**src/rtl/uart_tx_arbiter.sv**
```systemverilog
// Round-robin, packet-locked arbiter in front of a UART TX FIFO write port.
// A granted requester owns the port until its 'last' byte or a req-low timeout.
module uart_tx_arbiter #(
  parameter int N       = 2,
  parameter int B       = 8,
  parameter int TIMEOUT = 16
) (
  input  logic           clk,
  input  logic           rst,
  input  logic [N-1:0]   req,
  input  logic [N*B-1:0] data,
  input  logic [N-1:0]   last,
  output logic [N-1:0]   ack,
  output logic [N-1:0]   gnt,
  input  logic           fifo_full,
  output logic           fifo_wr,
  output logic [B-1:0]   fifo_w_data,
  output logic           busy,
  output logic           abort
);

  localparam int PW = (N > 1) ? $clog2(N) : 1;
  localparam int TW = $clog2(TIMEOUT + 1);
  localparam logic [PW-1:0] LAST_IDX  = PW'(N - 1);
  localparam logic [TW-1:0] TMO_LIMIT = TW'(TIMEOUT - 1);

  typedef enum logic {IDLE, GRANT} state_t;

  state_t          state_reg;
  logic [N-1:0]    gnt_reg;
  logic [PW-1:0]   g_reg;
  logic [PW-1:0]   rr_ptr_reg;
  logic [TW-1:0]   tmo_cnt_reg;
  logic            abort_reg;

  logic            pick_valid;
  logic [PW-1:0]   pick_idx;
  logic [PW-1:0]   scan_idx;
  logic [PW-1:0]   next_ptr;
  logic            xfer;

  // Scan from rr_ptr upward with explicit wrap so N need not be a power of 2.
  always_comb begin
    pick_valid = 1'b0;
    pick_idx   = '0;
    scan_idx   = rr_ptr_reg;
    for (int j = 0; j < N; j++) begin
      if (!pick_valid && req[scan_idx]) begin
        pick_valid = 1'b1;
        pick_idx   = scan_idx;
      end
      scan_idx = (scan_idx == LAST_IDX) ? '0 : scan_idx + 1'b1;
    end
  end

  assign next_ptr    = (g_reg == LAST_IDX) ? '0 : g_reg + 1'b1;
  assign busy        = (state_reg == GRANT);
  assign xfer        = busy & req[g_reg] & ~fifo_full;
  assign fifo_wr     = xfer;
  assign fifo_w_data = data[g_reg*B +: B];
  assign gnt         = gnt_reg;
  assign abort       = abort_reg;

  genvar gi;
  generate
    for (gi = 0; gi < N; gi++) begin : g_ack
      assign ack[gi] = gnt_reg[gi] & xfer;
    end
  endgenerate

  always_ff @(posedge clk) begin
    if (rst) begin
      state_reg   <= IDLE;
      gnt_reg     <= '0;
      g_reg       <= '0;
      rr_ptr_reg  <= '0;
      tmo_cnt_reg <= '0;
      abort_reg   <= 1'b0;
    end else begin
      abort_reg <= 1'b0;
      case (state_reg)
        IDLE: begin
          if (pick_valid) begin
            state_reg   <= GRANT;
            gnt_reg     <= {{(N-1){1'b0}}, 1'b1} << pick_idx;
            g_reg       <= pick_idx;
            tmo_cnt_reg <= '0;
          end
        end
        GRANT: begin
          if (xfer && last[g_reg]) begin
            state_reg  <= IDLE;
            gnt_reg    <= '0;
            rr_ptr_reg <= next_ptr;
          end else if (req[g_reg]) begin
            // A full FIFO with req held is a stall, not an idle requester.
            tmo_cnt_reg <= '0;
          end else if (tmo_cnt_reg == TMO_LIMIT) begin
            state_reg   <= IDLE;
            gnt_reg     <= '0;
            rr_ptr_reg  <= next_ptr;
            tmo_cnt_reg <= '0;
            abort_reg   <= 1'b1;
          end else begin
            tmo_cnt_reg <= tmo_cnt_reg + 1'b1;
          end
        end
        default: begin
          state_reg <= IDLE;
          gnt_reg   <= '0;
        end
      endcase
    end
  end

endmodule

```
**config.mk**
```make
export PLATFORM = sky130hd
export DESIGN_NAME = uart_tx_arbiter
export DESIGN_NICKNAME = d
export VERILOG_FILES = /design/src/rtl/uart_tx_arbiter.sv
export SDC_FILE = /design/constraint.sdc
export NUM_CORES = 1
export LEC_CHECK = 0
export ABC_CLOCK_PERIOD_IN_PS = 3100
export BUFFER_PORTS_ARGS = -buffer_cell sky130_fd_sc_hd__buf_2
export CAP_MARGIN = 20
export CORE_MARGIN = 10
export CORE_UTILIZATION = 45
export DETAILED_ROUTE_END_ITERATION = 6
export PLACE_DENSITY = 0.82
export SLEW_MARGIN = 20
export SYNTH_ARGS = -nofsm -noshare
export SYNTH_HDL_FRONTEND = slang
export SYNTH_SLANG_ARGS = --single-unit
```
**constraint.sdc**
```tcl
create_clock -name clk -period 3.1 [get_ports clk]
set_clock_uncertainty 0.1 [all_clocks]
set_input_delay 0.465 -clock clk [delete_from_list [all_inputs] [get_ports clk]]
set_output_delay 0.465 -clock clk [all_outputs]
set_load 0.02 [all_outputs]
```
# Yosys cells after proc, flatten, opt, wreduce, memory -nomap -nowiden
# Cells that the tools add are included.
# word_totals
ff_bits	11
latchBits	0
mem_bits_rw	0
mem_bits_ro	0
in_bits	23
output_inout_bits	15
wordCells	68
mem_count	0
# op_classes
add_sub_neg	3
n_mul	0
div_mod_pow	0
magnitude_cmp	3
eq_ne	6
shifts	2
n_mux	33
n_bitwise	6
n_reduce_logical	9
# op_table
op	n
$mux W1	22
$mux W5	4
$shiftx A16 B5 Y8	1
$pmux W5 S2	1
$mux W2	4
$lt A1 B2 Y1 const B	3
$reduce_and A3 Y1	2
$add A5 B1 Y5 const B	1
$eq A5 B4 Y1 const B	1
$and A1 B1 Y1	4
$ne A2 B2 Y1 const B	2
$pmux W2 S2	1
$reduce_and A2 Y1	2
$reduce_or A4 Y1	1
$ne A3 B1 Y1 const B	1
$ne A3 B2 Y1 const B	1
$add A1 B1 Y1 const B	2
$logic_and A1 B1 Y1	2
$ne A2 B1 Y1 const B	1
$not A1 Y1	2
$pmux W1 S2	1
$reduce_bool A2 Y1	1
$shl A1 B1 Y2 const A	1
$logic_not A1 Y1	1

# Logic depth before layout (Yosys ltp)
# Gate-level depths: netlist of run 1.
# depth
ltp_word	9
depth_mapped	5
ltp_nobuf	5

# Worst setup path after synthesis of run 1
# OpenSTA, ideal clock, no wires.
# synth_timing
path_type	flip-flop to output port
from	register state_reg, in the netlist busy
to	output ack[0]
t_arrival_ns	1.460
t_required_ns	2.535
slack_ns	1.075
stages_incl_launch_ff	4
path_buffers	0
cell_sequence	dfxtp_1 > inv_1 > nor3_2 > and2_1
# synth_between
elab_chain_cells	3
# synth_lines
item	line_no	source
from (decl)	29	state_t state_reg;
from (signal assigned)	73	state_reg <= IDLE;
from (signal assigned)	84	state_reg <= GRANT;
from (signal assigned)	92	state_reg <= IDLE;
$and A1 B1 Y1 (2 in series)	58	assign xfer = busy & req[g_reg] & ~fifo_full;
via fifo_wr	16	output logic fifo_wr,
$and A1 B1 Y1	67	assign ack[gi] = gnt_reg[gi] & xfer;
to (decl)	13	output logic [N-1:0] ack,
# The timed path passes the listed nets, and every way through them passes these cells.

# Worst setup path in the final report of run 1
# layout_timing
from	register g_reg
to	output ack[0]
# layout_between
elab_chain_cells	5
# layout_lines
item	line_no	source
from (decl)	31	logic [PW-1:0] g_reg;
from (signal assigned)	86	g_reg <= pick_idx;
$mux W1 (implied by the code) (2 in series)	58	
$and A1 B1 Y1 (2 in series)	58	
$and A1 B1 Y1	67	
# Every way passes these cells. The select of a mux whose other input is x is not followed.

==> results of run 1 <==
## layer usage
| metal | vias up | share of wire | track usage |
|---|---|---|---|
| li1 | 352 | - | - |
| met1 | 303 | 0.43 | 0.118 |
| met5 | - | 0 | 0 |
| met2 | 35 | 0.42 | 0.159 |
| met4 | 0 | 0.029 | 0.0805 |
| met3 | 5 | 0.11 | 0.0730 |
## critical path, delay by kind of cell, from the launching register on
kind | cells | cell delay (ns)
flops | 1 | 0.67
mux | 1 | 0.42
simple gates | 2 | 0.28
buf+inv | 1 | 0.15
## cell usage after synthesis, drive strengths merged, types with 2 or more instances
cell     n
nand2    4
nor2     5
a211oi   2
and2     3
a21oi    2
nor3     3
a21boi   2
nor2b    2
and4b    2
a31o     2
dfxtp   11
inv      4
a31oi    5
mux2    10
## layout make-up
class	count	area, um^2
clock buffers	4	26.3
fillers	105	458
well taps	15	18.8
inverters	4	15.0
repair buffers	37	185
flip-flops and latches	11	220
multi-input cells	56	427
## metrics by stage
step,cells,util,setup WS [ns]
floorplan,72,-,1.08
global placement,123,0.641,1.11
detailed placement,123,0.641,1.02
CTS,127,0.661,0.723
global route,127,0.661,0.591
finish,127,0.661,0.736
## path summary, 6_finish.rpt
| check | to | slack [ns] | depth (start not counted) |
|---|---|---|---|
| min | g_reg | 0.34 | 2 |
| max reg2reg | tmo_cnt_reg[3] | 1.11 | 4 |
| min reg2reg | tmo_cnt_reg[4] | 0.37 | 1 |
| max | ack[0] | 0.74 | 4 |
## power by group through the flow
stage | Combinational (mW) | Clock, mW | Sequential [mW]
global route | 0.0900 | 0.107 | 0.156
CTS | 0.0831 | 0.103 | 0.154
finish | 0.0822 | 0.100 | 0.155
detailed placement | 0.0825 | 0 | 0.158
global placement | 0.0820 | 0 | 0.157
floorplan | 0.0490 | 0 | 0.158
## logic make-up after synthesis
| logic type | count (synthesis) | share of synthesized area |
|---|---|---|
| compound gates | 20 | 0.223 |
| fa+ha+maj | 1 | 0.0188 |
| buf+inv | 5 | 0.0300 |
| flops | 11 | 0.330 |
| mux | 11 | 0.189 |
| simple gates | 24 | 0.208 |
==> summary.txt, run 1 <==
Run
  • Max-Cap Viols: 0

Synthesis
  • Sequential cell area fraction in the yosys report: 0.330
  • Number of synthesized flops with an enable pin: 0
  • Post-Syn Area: 667 um^2
  • Syn_area_per_cell: between 9 and 10 um^2
  • Syn Nets: 96
  • Cell variety after synth: 32
  • Synthesis-stage register bit count: 11
  • Cells after Synth: 72
  • Dominant cells by area after synthesis: dfxtp_1, mux2_2, a31oi_1
  • Synth Flop Type: dfxtp_1
  • Synth Warn #: 0
  • Cell taking the most area after synthesis: dfxtp_1
  • Synth top area share: 0.330
  • Asr flop ratio synth: 0

Clocking
  • Worst skew pair latency: about 0.27 ns
  • Cts hold-fix bufs: 0
  • Clk slew on worst S/H paths: ~0.070 ns
  • Clock sink count: 11
  • Post-cts resize count: 0
  • TritonCTS Buffers: 3
  • TritonCTS clock tree: done
  • Setup repair bufs after CTS: 0
  • CTS H-tree lvls: 1
  • CTS root buffer: clkbuf_4
  • Clock Tree Buf Depth: 2

Setup path
  • Crit Path Class: reg2out
  • Crit path launch type: flip-flop
  • Slowest-stage cell, CP: dfxtp_1
  • CP required: approximately 2.5 ns
  • CP peak stage delay: roughly 0.67 ns
  • CP max FO: 15
  • Critical path endpoint category: output pin
  • Critical R2R Launch: g_reg
  • Worst EP arrival: about 1.8 ns
  • Worst-path cell chain: mux2i_2 -> nor3_2 -> and2_1 -> buf_2
  • Crit path launch: g_reg

Global route
  • Total gr overflow: 0
  • First-pass GRT wire length: just under 3000 um
  • Vias in the first global route: 701
  • Total GRT Usage: 0.113
  • Pin count of the biggest net entering global routing: 16
  • Antenna violations before repair: 0

Route
  • Routed len/inst: approximately 15 um
  • Routed Antenna Nets: 0
  • DRT Wirelength: roughly 1900 um
  • Remaining DRCs: 0
  • Pre-antenna DRT Iters: 6
  • Initial DRC Count: 14
  • Via count: about 700
  • Vias per cell: roughly 5.5

Placement
  • Placer Congestion: between 0.8 and 0.9
  • Dpl cell area: 866 um^2
  • Hpwl dp: around 1500 um
  • IO buf count: 37

Power and ir drop
  • Pwr Total: 337 uW
  • Power share of the sequential group: 0.459
  • PD cells: between 300 and 400 nW/um^2
  • Pint: around 230 uW
  • Comb pwr share: 0.244
  • Leak: approximately 0.42 nW
  • Sw Share: 0.304
  • Net switching power: just over 100 uW
  • Max VDD drop: 0.000210 V
  • Clk pwr share: 0.297

STA
  • Final period util: 0.763
  • Final setup viols: 0
  • Setup_tns: 0 ns
  • RSZ-0062 raised after global routing: no
  • Worst slew pin tran: ~0.55 ns
  • Hold slack final: 0.339 ns
  • Worst slew margin: 0.633
  • Max-slew violations: 0
  • Fin. Hold Viols: 0
  • Fmax: about 420 MHz
  • Tmin final: ~2.4 ns

Status
  • Status: completed

Floorplanning
  • IO Pins: 38
  • Initial Util: 0.494
  • Die W: 58.5 um
  • Die Y-Extent: around 60 um
  • Row cnt: 13
  • Die area: approximately 3400 um^2
  • Core area: approximately 1400 um^2

Finish
  • Commonest cells after routing, fill and taps aside: buf_2, dfxtp_1, mux2_2, nor2_1, a31oi_1
  • Nets: 137
  • Area grow syn2layout: 33.8%
  • Commonest non-fill, non-tap cell in the layout: buf_2
  • Fin area: a little under 900 um^2
  • Final antenna diode count: 0
  • Largest register FFs: 5
  • Layout cells sized above 1: 0.482

Hold path
  • HP Class: in2reg
  • Hold Crit Start: rst
(Power assumes the default switching activity.)
==> run 2: changes to the inputs <==
--- a/config.mk
+++ b/config.mk
@@ -5,13 +5,14 @@
 export SDC_FILE = /design/constraint.sdc
 export NUM_CORES = 1
 export LEC_CHECK = 0
-export ABC_CLOCK_PERIOD_IN_PS = 3100
+export ABC_AREA = 1
+export ABC_CLOCK_PERIOD_IN_PS = 2000
 export BUFFER_PORTS_ARGS = -buffer_cell sky130_fd_sc_hd__buf_2
 export CAP_MARGIN = 20
 export CORE_MARGIN = 10
-export CORE_UTILIZATION = 45
+export CORE_UTILIZATION = 39
 export DETAILED_ROUTE_END_ITERATION = 6
-export PLACE_DENSITY = 0.82
+export PLACE_DENSITY = 0.74
 export SLEW_MARGIN = 20
 export SYNTH_ARGS = -nofsm -noshare
 export SYNTH_HDL_FRONTEND = slang
==> constraint.sdc (replaced) <==
create_clock -name clk -period 2 [get_ports clk]
set_clock_uncertainty 0.1 [all_clocks]
set_input_delay 0.3 -clock clk [delete_from_list [all_inputs] [get_ports clk]]
set_output_delay 0.3 -clock clk [all_outputs]
set_load 0.02 [all_outputs]
==> summary.txt, run 2 <==
Synthesis
  • Synth Flop Type: dfxtp_1
  • Syn Nets: ~140
  • Asr flop ratio synth: 0
  • Cells after Synth: around 110
  • Synth Warn #: 0
  • Syn_area_per_cell: 6.41 um^2
  • Post-Syn Area: roughly 700 um^2
  • Top-count cell post-synth: nand2_1
  • Dominant cells by area after synthesis: dfxtp_1, nand2_1, nor2_1
  • Synthesis-stage register bit count: 11
  • Sequential cell area fraction in the yosys report: 0.307
  • Synth top area share: 0.307
  • Cell taking the most area after synthesis: dfxtp_1
  • Cell variety after synth: 24
  • Number of synthesized flops with an enable pin: 0
  • Top post-synthesis cells by count: nand2_1, dfxtp_1, nor2_1

STA
  • Max-slew violations: 0
  • Final period util: 0.894
  • Post-route setup slack: ~0.21 ns
  • Fin. Hold Viols: 0
  • Worst slew margin: 0.760
  • Final setup viols: 0
  • Tmin final: roughly 1.8 ns
  • Worst slew pin tran: 0.359 ns
  • RSZ-0062 raised after global routing: no
  • Fmax: 559 MHz
  • Setup_tns: 0 ns

Clocking
  • Clock Tree Buf Depth: 2
  • TritonCTS Buffers: 3
  • Setup repair bufs after CTS: 0
  • TritonCTS clock tree: done
  • CTS H-tree lvls: 1
  • Clk slew on worst S/H paths: ~0.070 ns
  • Worst skew pair latency: between 0.2 and 0.3 ns
  • CTS root buffer: clkbuf_4
  • Clock sink count: 11

Route
  • Remaining DRCs: 0
  • Initial DRC Count: 52
  • Vias per cell: 4.59
  • Routed len/inst: 10.7 um
  • Routed Antenna Nets: 0
  • Pre-antenna DRT Iters: 4
  • DRT Wirelength: roughly 1900 um
  • Via count: 813

Power and ir drop
  • Net switching power: 196 uW
  • PD cells: 590 nW/um^2
  • Power share of the sequential group: 0.414
  • Comb pwr share: 0.318
  • Leak: ~0.52 nW
  • Max VDD drop: 0.000398 V
  • Clk pwr share: 0.268
  • Pint: 372 uW
  • Sw Share: 0.345

Hold path
  • Hold Crit Endpoint: tmo_cnt_reg[4]
  • Hold Crit Start: rst
  • Worst hold stages: 2
  • HP Class: in2reg

Finish
  • Nets: between 150 and 200
  • Commonest cells after routing, fill and taps aside: nand2_1, buf_2, inv_1, nor2_1, dfxtp_1
  • Fillers: between 150 and 200
  • Final antenna diode count: 0
  • Area grow syn2layout: 34.3%
  • Commonest non-fill, non-tap cell in the layout: nand2_1
  • Largest register FFs: 5
  • Layout cells sized above 1: 0.368

Global route
  • Vias in the first global route: ~780
  • Antenna violations before repair: 0
  • Total gr overflow: 0
  • Pin count of the biggest net entering global routing: 13
  • Total GRT Usage: 0.0980
  • First-pass GRT wire length: roughly 3300 um

Floorplanning
  • Die W: approximately 63 um
  • IO Pins: 38
  • Row cnt: 15
  • Initial Util: 0.411
  • Die Y-Extent: approximately 63 um
  • Die area: between 3000 and 4000 um^2
  • Core area: ~1700 um^2

Setup path
  • CP max FO: 7
  • Slowest-stage cell, CP: dfxtp_2
  • Cell family with most CP delay: simple AND/OR/NAND/NOR gates
  • WP buf/inv: 2
  • Most used cell, CP: nand2_1
  • CP required: about 1.6 ns
  • Worst-path cell chain: nand2_1 -> o21ai_4 -> inv_2 -> nor2_2 -> nand2_1 -> nor2_1 -> buf_2
  • R2r worst-path depth: 8
  • Crit path launch type: flip-flop
  • Critical path endpoint category: output pin
  • Worst r2r dst: gnt[0]
  • Critical R2R Launch: tmo_cnt_reg[0]
  • Worst EP arrival: 1.39 ns
  • CP peak stage delay: roughly 0.37 ns
  • R2R Setup Slk: 0.42 ns
  • Crit path depth: 7
  • Crit Path Class: reg2out

Placement
  • IO buf count: 37
  • Pre-CTS setup slack: approximately 0.34 ns
  • Placer Congestion: approximately 0.85
  • Hpwl dp: between 1500 and 2000 um

Status
  • Status: completed

Run
  • Max-Cap Viols: 0
[run 2: cell types whose count changed after synthesis, sizes merged, moves of 3 or more]
cell	delta
and2	-3
nand4	+3
mux2	-10
nand2	+40
a21oi	+7
nor2	+8
nor3	-3
a31oi	-5
nand3	+7
inv	+9
o21ai	+3
[run 2: layout make-up]
cell class	instances	area, um^2	share of cell area
multi-input combinational	85	437	0.453
tap	25	31.3	0.0324
inverter	13	48.8	0.0506
clock buffer	4	26.3	0.0272
sequential	11	221	0.230
timing repair buffer	39	200	0.208
[run 2: kinds of logic after synthesis]
kind of cell / Yosys count / share of synthesized area
buffers and inverters: 16 / 0.0993
AOI/OAI and AO/OA: 14 / 0.127
xor gates and xnor gates: 1 / 0.0122
adders and majority gates: 1 / 0.0174
and+or+nand+nor: 69 / 0.437
DFF: 11 / 0.307
[run 2: worst max-delay path by stage]
stage | slack, ns | endpoint | start
6_report | 0.21 | ack[1] | g_reg
5_1_grt | 0.02 | ack[0] | g_reg
4_1_cts | 0.11 | ack[1] | g_reg
3_5_place_dp | 0.34 | ack[1] | req[0]
3_3_place_gp | 0.38 | ack[0] | req[0]
2_1_floorplan | 0.46 | ack[0] | busy
[run 2: through the flow]
step                      hold slack (ns)  cell area (um^2)  std cells  total power [mW]  utilization
after global placement              0.350               927        173             0.417        0.531
after CTS                           0.156               953        177             0.577        0.546
after detailed placement            0.349               927        173             0.420        0.531
after floorplan                     0.269               718        112             0.359            -
final                               0.165               965        177             0.569        0.553
after global routing                0.173               965        177             0.613        0.553
[run 2: power by group through the flow]
stage          logic [mW]  registers, mW  clock network [mW]
2_1_floorplan       0.109          0.250                   0
3_3_place_gp        0.177          0.240                   0
3_5_place_dp        0.180          0.240                   0
4_1_cts             0.181          0.235               0.161
5_1_grt             0.204          0.238               0.171
6_report            0.181          0.236               0.152
[run 2: timing repair]
action | CTS | global route
gates resized for setup | 0 | 3
setup endpoints to repair | 0 | 2
hold buffers | 0 | 0
[run 2: routing by layer]
metal  part of all wire  vias up  global-route usage
li1                   -      433                   -
met1               0.45      341               0.104
met2               0.43       33               0.159
met3              0.099        6              0.0573
met4              0.017        0              0.0307
met5                  0        -                   0
==> run 3: changes to the inputs <==
--- a/config.mk
+++ b/config.mk
@@ -7,12 +7,12 @@
 export LEC_CHECK = 0
 export ABC_AREA = 1
 export ABC_CLOCK_PERIOD_IN_PS = 2000
-export BUFFER_PORTS_ARGS = -buffer_cell sky130_fd_sc_hd__buf_2
 export CAP_MARGIN = 20
-export CORE_MARGIN = 10
-export CORE_UTILIZATION = 39
+export CORE_MARGIN = 1.5
+export CORE_UTILIZATION = 45
 export DETAILED_ROUTE_END_ITERATION = 6
-export PLACE_DENSITY = 0.74
+export DONT_BUFFER_PORTS = 1
+export REMOVE_ABC_BUFFERS = 1
 export SLEW_MARGIN = 20
 export SYNTH_ARGS = -nofsm -noshare
 export SYNTH_HDL_FRONTEND = slang
==> summary.txt, run 3 (synthesized netlist as in run 2, its figures left out) <==
Status
  • Status: completed

Clocking
  • Clock Tree Buf Depth: 2
  • Setup repair bufs after CTS: 0
  • Worst skew pair latency: ~0.28 ns
  • CTS H-tree lvls: 1
  • Clock sink count: 11
  • CTS root buffer: clkbuf_4
  • TritonCTS clock tree: done
  • Clk slew on worst S/H paths: around 0.070 ns
  • TritonCTS Buffers: 3

Hold path
  • Hold Crit Start: rst
  • HP Class: in2reg

STA
  • Post-route setup slack: around 0.22 ns
  • Final setup viols: 0
  • RSZ-0062 raised after global routing: no
  • Setup_tns: 0 ns
  • Worst slew pin tran: roughly 0.36 ns
  • Worst slew margin: 0.760
  • Fin. Hold Viols: 0
  • Max-slew violations: 0
  • Tmin final: between 1.5 and 2 ns
  • Final period util: 0.889
  • Fmax: roughly 560 MHz

Placement
  • Pre-CTS setup slack: ~0.42 ns
  • Hpwl dp: roughly 1200 um
  • Placer Congestion: ~0.80
  • Dpl cell area: around 750 um^2
  • IO buf count: 0

Power and ir drop
  • Leak: 0.382 nW
  • Pwr Total: 538 uW
  • PD cells: 672 nW/um^2
  • Max VDD drop: between 0.0003 and 0.0004 V

Setup path
  • CP max FO: 7
  • Slowest-stage cell, CP: dfxtp_2
  • Critical R2R Launch: tmo_cnt_reg[0]
  • CP peak stage delay: between 0.3 and 0.4 ns
  • Worst-path cell chain: nand2_1 -> o21ai_4 -> inv_2 -> nor2_2 -> nand2_1 -> nor2_1 -> buf_4
  • Worst EP arrival: roughly 1.4 ns
  • Critical path endpoint category: output pin
  • Most used cell, CP: nand2_1
  • Setup crit end: ack[0]
  • CP required: 1.60 ns
  • Worst r2r dst: gnt[1]
  • Crit Path Class: reg2out
  • Crit path launch type: flip-flop
  • Crit path launch: g_reg
  • R2r worst-path depth: 8
  • R2R Setup Slk: between 0.4 and 0.5 ns

Finish
  • Area grow syn2layout: 11.5%
  • Commonest cells after routing, fill and taps aside: nand2_1, inv_1, nor2_1, dfxtp_1
  • Commonest non-fill, non-tap cell in the layout: nand2_1
  • Layout cells sized above 1: 0.185
  • Fillers: 151
  • Register area: 221 um^2
  • Fin area: around 800 um^2
  • Finished Core Util: 0.532
  • Nets: 144
  • Final antenna diode count: 0
  • Largest register FFs: 5
  • Footprint of the multi-input gates: approximately 440 um^2

Global route
  • Antenna violations before repair: 0
  • Vias in the first global route: between 600 and 700
  • Pin count of the biggest net entering global routing: 12
  • Total GRT Usage: 0.182
  • First-pass GRT wire length: about 2500 um
  • Total gr overflow: 0

Floorplanning
  • Row cnt: 14
  • Initial Util: 0.477
  • Die W: about 43 um
  • IO Pins: 38
  • Die Y-Extent: around 43 um
  • Die area: 1840 um^2
  • Core area: about 1500 um^2

Route
  • DRT Wirelength: around 1500 um
  • Initial DRC Count: 14
  • Via count: ~700
  • Routed len/inst: around 11 um
  • Routed Antenna Nets: 0
  • Remaining DRCs: 0
  • Vias per cell: 5.16
  • Pre-antenna DRT Iters: 4

Run
  • Max-Cap Viols: 0
-- run 3: cell types whose count changed in the layout (fill, tap and decap cells not counted), sizes merged --
cell         previous run  this run
buf                    39         5
dlygate4sd3             0         1
-- run 3: where the power goes --
group | leakage, nW | internal (mW) | switching (mW)
sequential | 0.0901 | 0.229 | 0.0141
clock | 0.0150 | 0.0775 | 0.0813
combinational | 0.277 | 0.0400 | 0.0953
total | 0.382 | 0.347 | 0.191
-- run 3: critical path, delay by kind of cell (launching register included) --
kind	cells	cell delay, ns
flops	1	0.36
compound gates	1	0.10
buf+inv	2	0.25
simple gates	4	0.38
-- run 3: cell type report --
cell class                      instances  area share
Tap cell                               16      0.0250
Sequential cell                        11       0.277
Multi-Input combinational cell         85       0.545
Inverter                               13      0.0609
Clock buffer                            4      0.0328
Timing Repair Buffer                    6      0.0594
-- run 3: worst min-delay path by stage --
stage / end / slack [ns] / depth (start not counted)
after floorplan: tmo_cnt_reg[0] / 0.27 / 1
after global placement: tmo_cnt_reg[0] / 0.27 / 1
after detailed placement: tmo_cnt_reg[0] / 0.27 / 1
after CTS: g_reg / 0.16 / 2
after global routing: g_reg / 0.17 / 2
final: g_reg / 0.14 / 2
-- run 3: per-layer routing --
layer,wire [um],global-route usage,up-vias
met3,141,0.0809,3
met4,14,0.0545,0
met1,634,0.194,301
met5,0,0,-
li1,-,-,367
met2,753,0.321,26
-- run 3: metrics by stage --
step | instances | hold WS (ns)
3_5_place_dp | 130 | 0.272
3_3_place_gp | 130 | 0.271
5_1_grt | 135 | 0.168
6_report | 135 | 0.144
2_1_floorplan | 109 | 0.269
4_1_cts | 135 | 0.160
-- run 3: timing repair --
| item | in CTS | in global routing |
|---|---|---|
| endpoints found under the setup margin | 0 | 2 |
| hold buffers | 1 | 0 |
| gates resized for setup | 0 | 3 |
| endpoints found under the hold margin | 5 | 0 |
